<file path="src/rtl/mux.sv">
// -----------------------------------------------------------------------------
// mux -- 2:1 flit multiplexer with a single registered output stage.
//
// Purpose
//   Forwards the flit of the selected input port to the output one clock after
//   it is sampled. There is no flow control and no buffering beyond the output
//   register. Flit type bits [DATAW-1:DATAW-2] are carried through untouched.
//
// Valid semantics
//   ivalid_N qualifies idata_N/ivch_N in the cycle it is high. There is no
//   ready: every valid flit on the selected port is captured at the next
//   rising edge. ovalid qualifies odata/ovch. Whenever ovalid is 0, odata and
//   ovch are forced to 0 so that invalid payload never toggles the output bus.
//
// Ports
//   clk       clock; all state changes on its rising edge
//   rst_      asynchronous active-low reset; clears all outputs immediately
//   idata_0   port 0 flit         ivalid_0  port 0 valid   ivch_0  port 0 VC id
//   idata_1   port 1 flit         ivalid_1  port 1 valid   ivch_1  port 1 VC id
//   sel       one-hot select: bit0 = port 0, bit1 = port 1 (bit0 wins when
//             both are set); bits [PORTW-1:2] are reserved and ignored
//   odata     registered selected flit
//   ovalid    registered selected valid
//   ovch      registered selected VC id
// -----------------------------------------------------------------------------
module mux #(
  parameter int DATAW = 66,
  parameter int VCHW  = 2,
  parameter int PORTW = 5
) (
  input  logic             clk,
  input  logic             rst_,
  input  logic [DATAW-1:0] idata_0,
  input  logic             ivalid_0,
  input  logic [VCHW-1:0]  ivch_0,
  input  logic [DATAW-1:0] idata_1,
  input  logic             ivalid_1,
  input  logic [VCHW-1:0]  ivch_1,
  input  logic [PORTW-1:0] sel,
  output logic [DATAW-1:0] odata,
  output logic             ovalid,
  output logic [VCHW-1:0]  ovch
);

  // Reserved select bits are deliberately not decoded.
  generate
    if (PORTW > 2) begin : g_sel_reserved
      logic sel_reserved_unused;
      assign sel_reserved_unused = ^sel[PORTW-1:2];
    end
  endgenerate

  // Decoded grants: port 0 has priority over port 1.
  logic pick_0;
  logic pick_1;
  logic take_0;
  logic take_1;

  logic [DATAW-1:0] odata_d;
  logic             ovalid_d;
  logic [VCHW-1:0]  ovch_d;

  logic [DATAW-1:0] odata_q;
  logic             ovalid_q;
  logic [VCHW-1:0]  ovch_q;

  always_comb begin
    pick_0 = sel[0];
    pick_1 = ~sel[0] & sel[1];
    take_0 = pick_0 & ivalid_0;
    take_1 = pick_1 & ivalid_1;

    // Default is the idle (all-zero) output; only a valid flit on the
    // selected port overrides it.
    odata_d  = '0;
    ovalid_d = 1'b0;
    ovch_d   = '0;
    if (take_0) begin
      odata_d  = idata_0;
      ovalid_d = 1'b1;
      ovch_d   = ivch_0;
    end else if (take_1) begin
      odata_d  = idata_1;
      ovalid_d = 1'b1;
      ovch_d   = ivch_1;
    end
  end

  always_ff @(posedge clk or negedge rst_) begin
    if (!rst_) begin
      odata_q  <= '0;
      ovalid_q <= 1'b0;
      ovch_q   <= '0;
    end else begin
      odata_q  <= odata_d;
      ovalid_q <= ovalid_d;
      ovch_q   <= ovch_d;
    end
  end

  assign odata  = odata_q;
  assign ovalid = ovalid_q;
  assign ovch   = ovch_q;

endmodule

</file>
<file path="config.mk">
export PLATFORM = sky130hd
export DESIGN_NAME = mux
export DESIGN_NICKNAME = d
export VERILOG_FILES = /design/src/rtl/mux.sv
export SDC_FILE = /design/constraint.sdc
export NUM_CORES = 1
export LEC_CHECK = 0
export ABC_CLOCK_PERIOD_IN_PS = 800
export CAP_MARGIN = 20
export CORE_ASPECT_RATIO = 1.5
export CORE_MARGIN = 5
export CORE_UTILIZATION = 28
export DETAILED_ROUTE_END_ITERATION = 8
export PLACE_DENSITY_LB_ADDON = 0.05
export SLEW_MARGIN = 40
export SYNTH_ARGS = -nofsm -noshare
export SYNTH_HDL_FRONTEND = slang
export SYNTH_SLANG_ARGS = --single-unit
</file>
<file path="constraint.sdc">
create_clock -name clk -period 0.8 [get_ports clk]
set_input_delay 0.24 -clock clk [delete_from_list [all_inputs] [get_ports clk]]
set_output_delay 0.24 -clock clk [all_outputs]
set_load 0.005 [all_outputs]
</file>
* Word level (Yosys, flattened, before mapping) *
Index checks and enable logic that the tools add are counted.

storage, ports and cells
  register bits = 69
  input bits = 145
  output and inout port bits = 69
  logic and storage cells = 13

cells by class
  mux-type cells = 6
  bitwise operators = 4

operator list
  kind               number
  2-to-1 mux 66 bit  2
  2-to-1 mux 2 bit   2
  bitwise AND 1 bit  3
  2-to-1 mux 1 bit   2
  NOT 1 bit          1

* Longest topological paths before layout *
  depth in word-level cells = 5
  mapped depth = 6
  gate-level depth less buffers = 2

* Least setup slack after synthesis *
OpenSTA, ideal clock, no wires.

  path kind = in2reg
  start point = input port sel[0]
  end point = register odata_q[55], in the netlist odata[55]
  library setup time = 0.121 ns
  data arrival time = 0.981 ns
  data required time = 0.679 ns
  path slack = -0.303 ns
  cell stages on the path = 6
  path buffers = 4
  path through = clkbuf_2 and2_4 buf_6 buf_6 buf_6 o2bb2ai_1

between the ends
  word-level cells in the longest chain between the ends = 5
  elaborated cells between the ends (all ways) = 6
  those cells by class = mux (2); bitwise (4)

RTL lines
  element                RTL line  text
  from (decl)            39        input logic [PORTW-1:0] sel,
  NOT 1 bit              69        pick_1 = ~sel[0] & sel[1];
  bitwise AND 1 bit      69
  bitwise AND 1 bit      71        take_1 = pick_1 & ivalid_1;
  2-to-1 mux 66 bit      82        end else if (take_1) begin
  2-to-1 mux 66 bit (*)  78        if (take_0) begin
  named net odata_d[55]  59        logic [DATAW-1:0] odata_d;
  to (signal assigned)   95        odata_q <= odata_d;
  to (decl)              63        logic [DATAW-1:0] odata_q;

Mark *: on every way through the listed nets, which the timed path passes. The rest lies on a longest branch.

* Worst setup path in the final report *
  start point = register odata_q[16], in the netlist odata[16]
  end point = output port odata[16]

RTL lines
  element    RTL line  text
  to (decl)  40        output logic [DATAW-1:0] odata,

No word-level cell between the ends.

==> metrics <==
Mapped Nets=385; largest net degree at the start of global routing=38; Critical Path Fanout Max=1; Clk pwr share=0.384; violated checks=negative setup slack; synthesis-to-layout area growth=86.7%; fin crit period=1060 ps; Yosys cell types=11; crit path DAT=820 ps; HPWL after detailed placement=7.64 mm; Yosys warning total=0; Pre-Repair DR Iteration Count=4; TritonCTS clock tree=done; Final setup violation count=69; core area=10000 um2; CP required=560 ps; switching fraction of total power=0.231; Die Width=92.3 um; period utilization=1.33; Util after Layout=0.530; final hold viol count=0; Via Count=2855; total gr overflow=0; Clock Pin Slew Worst Setup and Hold Paths=50 ps; share of layout cells above drive strength 1=0.259; kind of critical path=register to output pin; Leakage Power=2.35 nW; pwr dens=1680 nW/um2; worst relative slew slack=0.832; first-pass GRT wire length=16.3 mm; Comb pwr share=0.198; switching power=2.07 mW; Slew Viols, Final=0; Top Ports=214; max-cap violations=0; outcome=finished, violations left; Worst Hold Class=input port to register; Pwr Total=8.94 mW; Tightest Pin Transition=252 ps; Setup WS post-layout=-260 ps; ANT nets after route=0; CTS Buf Count=9; input/output buffers=210; chip height=133 um; vias in the first global route=2979; Sequential Power Share=0.418; CP endpoint kind=output pin; crit path launch type=register; Initial Util=0.284; # clock sinks=69; Nets=596; Yosys top cell area share=0.607; Synth area leader=dfrtp_1; Clock Root Buffer=clkbuf_16; Iter 0 DRT Violations=69; Seq cells post-synth=69; postcts setup bufs=0; initial antenna violation count=0; die area=12300 um2; wire length per cell=19.2 um; Area contributors post-synth=dfrtp_1 61%, o2bb2ai_1 21%, nand3_1 12%, clkbuf_1 2.1%, buf_2 1.8%; H-tree lvl count=3; CP max stage cell=dfrtp_1; Core Rows=45; synthesized area=2850 um2; via-per-instance ratio=4.98; Placement Setup Slack=-547 ps; GRT Resource Usage Total=0.172; Mapped Avg Cell Area=11.9 um2; VDD IR max=1.11 mV; unrepaired setup endpoints after global routing=yes; drt drc=0; maximum clock rate=943 MHz; cell class contributing the biggest share of worst-path delay=flip-flops; CP max stage delay=370 ps; CP Cell Sequence=buf_2; TNS Setup=-16640 ps; CTS Buffer Depth=2; critical path buffer and inverter count=1; antenna diode count=0; internal power=6.87 mW; Routed WL=11.0 mm; share of the yosys chip area belonging to registers=0.607; Mapped Cells=240; gp weighted congestion=0.740
[power by group through the flow]
| stage | Clock [mW] | Combinational (mW) | Sequential (mW) |
|---|---|---|---|
| 2_1_floorplan | 0 | 0.461 | 3.84 |
| 6_report | 3.43 | 1.77 | 3.74 |
| 3_3_place_gp | 0 | 1.86 | 3.80 |
| 3_5_place_dp | 0 | 1.87 | 3.81 |
| 4_1_cts | 3.57 | 1.71 | 3.74 |
| 5_1_grt | 3.68 | 1.91 | 3.76 |
[cells by family after synthesis]
family,after synthesis,share of synthesized area
AND/OR/NAND/NOR,70,0.124
flip-flops,69,0.607
buffers and inverters,32,0.0576
AO/OA/AOI/OAI,69,0.212
[cell usage in the layout (no fill, tap or decap), types with 2 or more instances in the layout]
| master | Yosys | routed |
|---|---|---|
| clkinv_2 | 0 | 2 |
| o2bb2ai_1 | 68 | 57 |
| o2bb2ai_2 | 0 | 10 |
| clkdlybuf4s50_1 | 0 | 136 |
| clkbuf_16 | 0 | 14 |
| buf_8 | 0 | 2 |
| nand3_1 | 68 | 68 |
| buf_2 | 10 | 72 |
| buf_4 | 2 | 3 |
| dfrtp_1 | 69 | 69 |
| buf_12 | 0 | 10 |
| and2_4 | 1 | 2 |
| clkbuf_1 | 16 | 5 |
[final timing paths]
path | cells past startpoint | slack, ps | from | to
setup / recovery | 1 | -260 | odata[16] | odata[16]
hold / removal | 3 | 390 | ivalid_0 | odata[13]
max in group asynchronous | 3 | 160 | rst_ | odata[34]
min in group asynchronous | 3 | 420 | rst_ | odata[63]
[stage by stage]
step | instances | cell area (um2) | hold slack, ps
2_1_floorplan | 240 | 2920 | -55.6
3_3_place_gp | 549 | 5210 | 220
3_5_place_dp | 549 | 5210 | 221
4_1_cts | 567 | 5180 | 386
5_1_grt | 573 | 5320 | 394
6_report | 573 | 5320 | 388
[cell type report]
| cell class | count | area [um2] |
|---|---|---|
| clock buffer | 14 | 244 |
| clock inverter | 2 | 10.0 |
| sequential | 69 | 1730 |
| fill | 940 | 4710 |
| timing repair buffer | 231 | 2140 |
| tap | 117 | 146 |
| multi-input combinational | 140 | 1050 |
[registers in the layout (all words and copies together) (netlist names)]
register,flops
ovch,2
ovalid,1
odata,66
[what timing repair did]
item / in CTS / in global routing
endpoints found under the setup margin: 137 / 87
hold buffers: 1 / 0
pin swaps: 0 / 1
gates cloned: 1 / 6
endpoints found under the hold margin: 69 / 0
resized for setup: 282 / 5
[cells in the mapped netlist]
cell and instances:
dfrtp_1 69, nand3_1 68, o2bb2ai_1 68, clkbuf_1 16, buf_2 10, buf_6 3
buf_4 2, and2_4 1, clkbuf_2 1, nand2_1 1, o21bai_1 1
[metal layers]
layer	track usage	part of all wire	up-vias
li1	-	-	1332
met1	0.192	0.37	1364
met2	0.286	0.51	142
met3	0.0729	0.10	17
met4	0.0711	0.025	0
met5	0	0	-
Power figures use the tool's default switching activity.
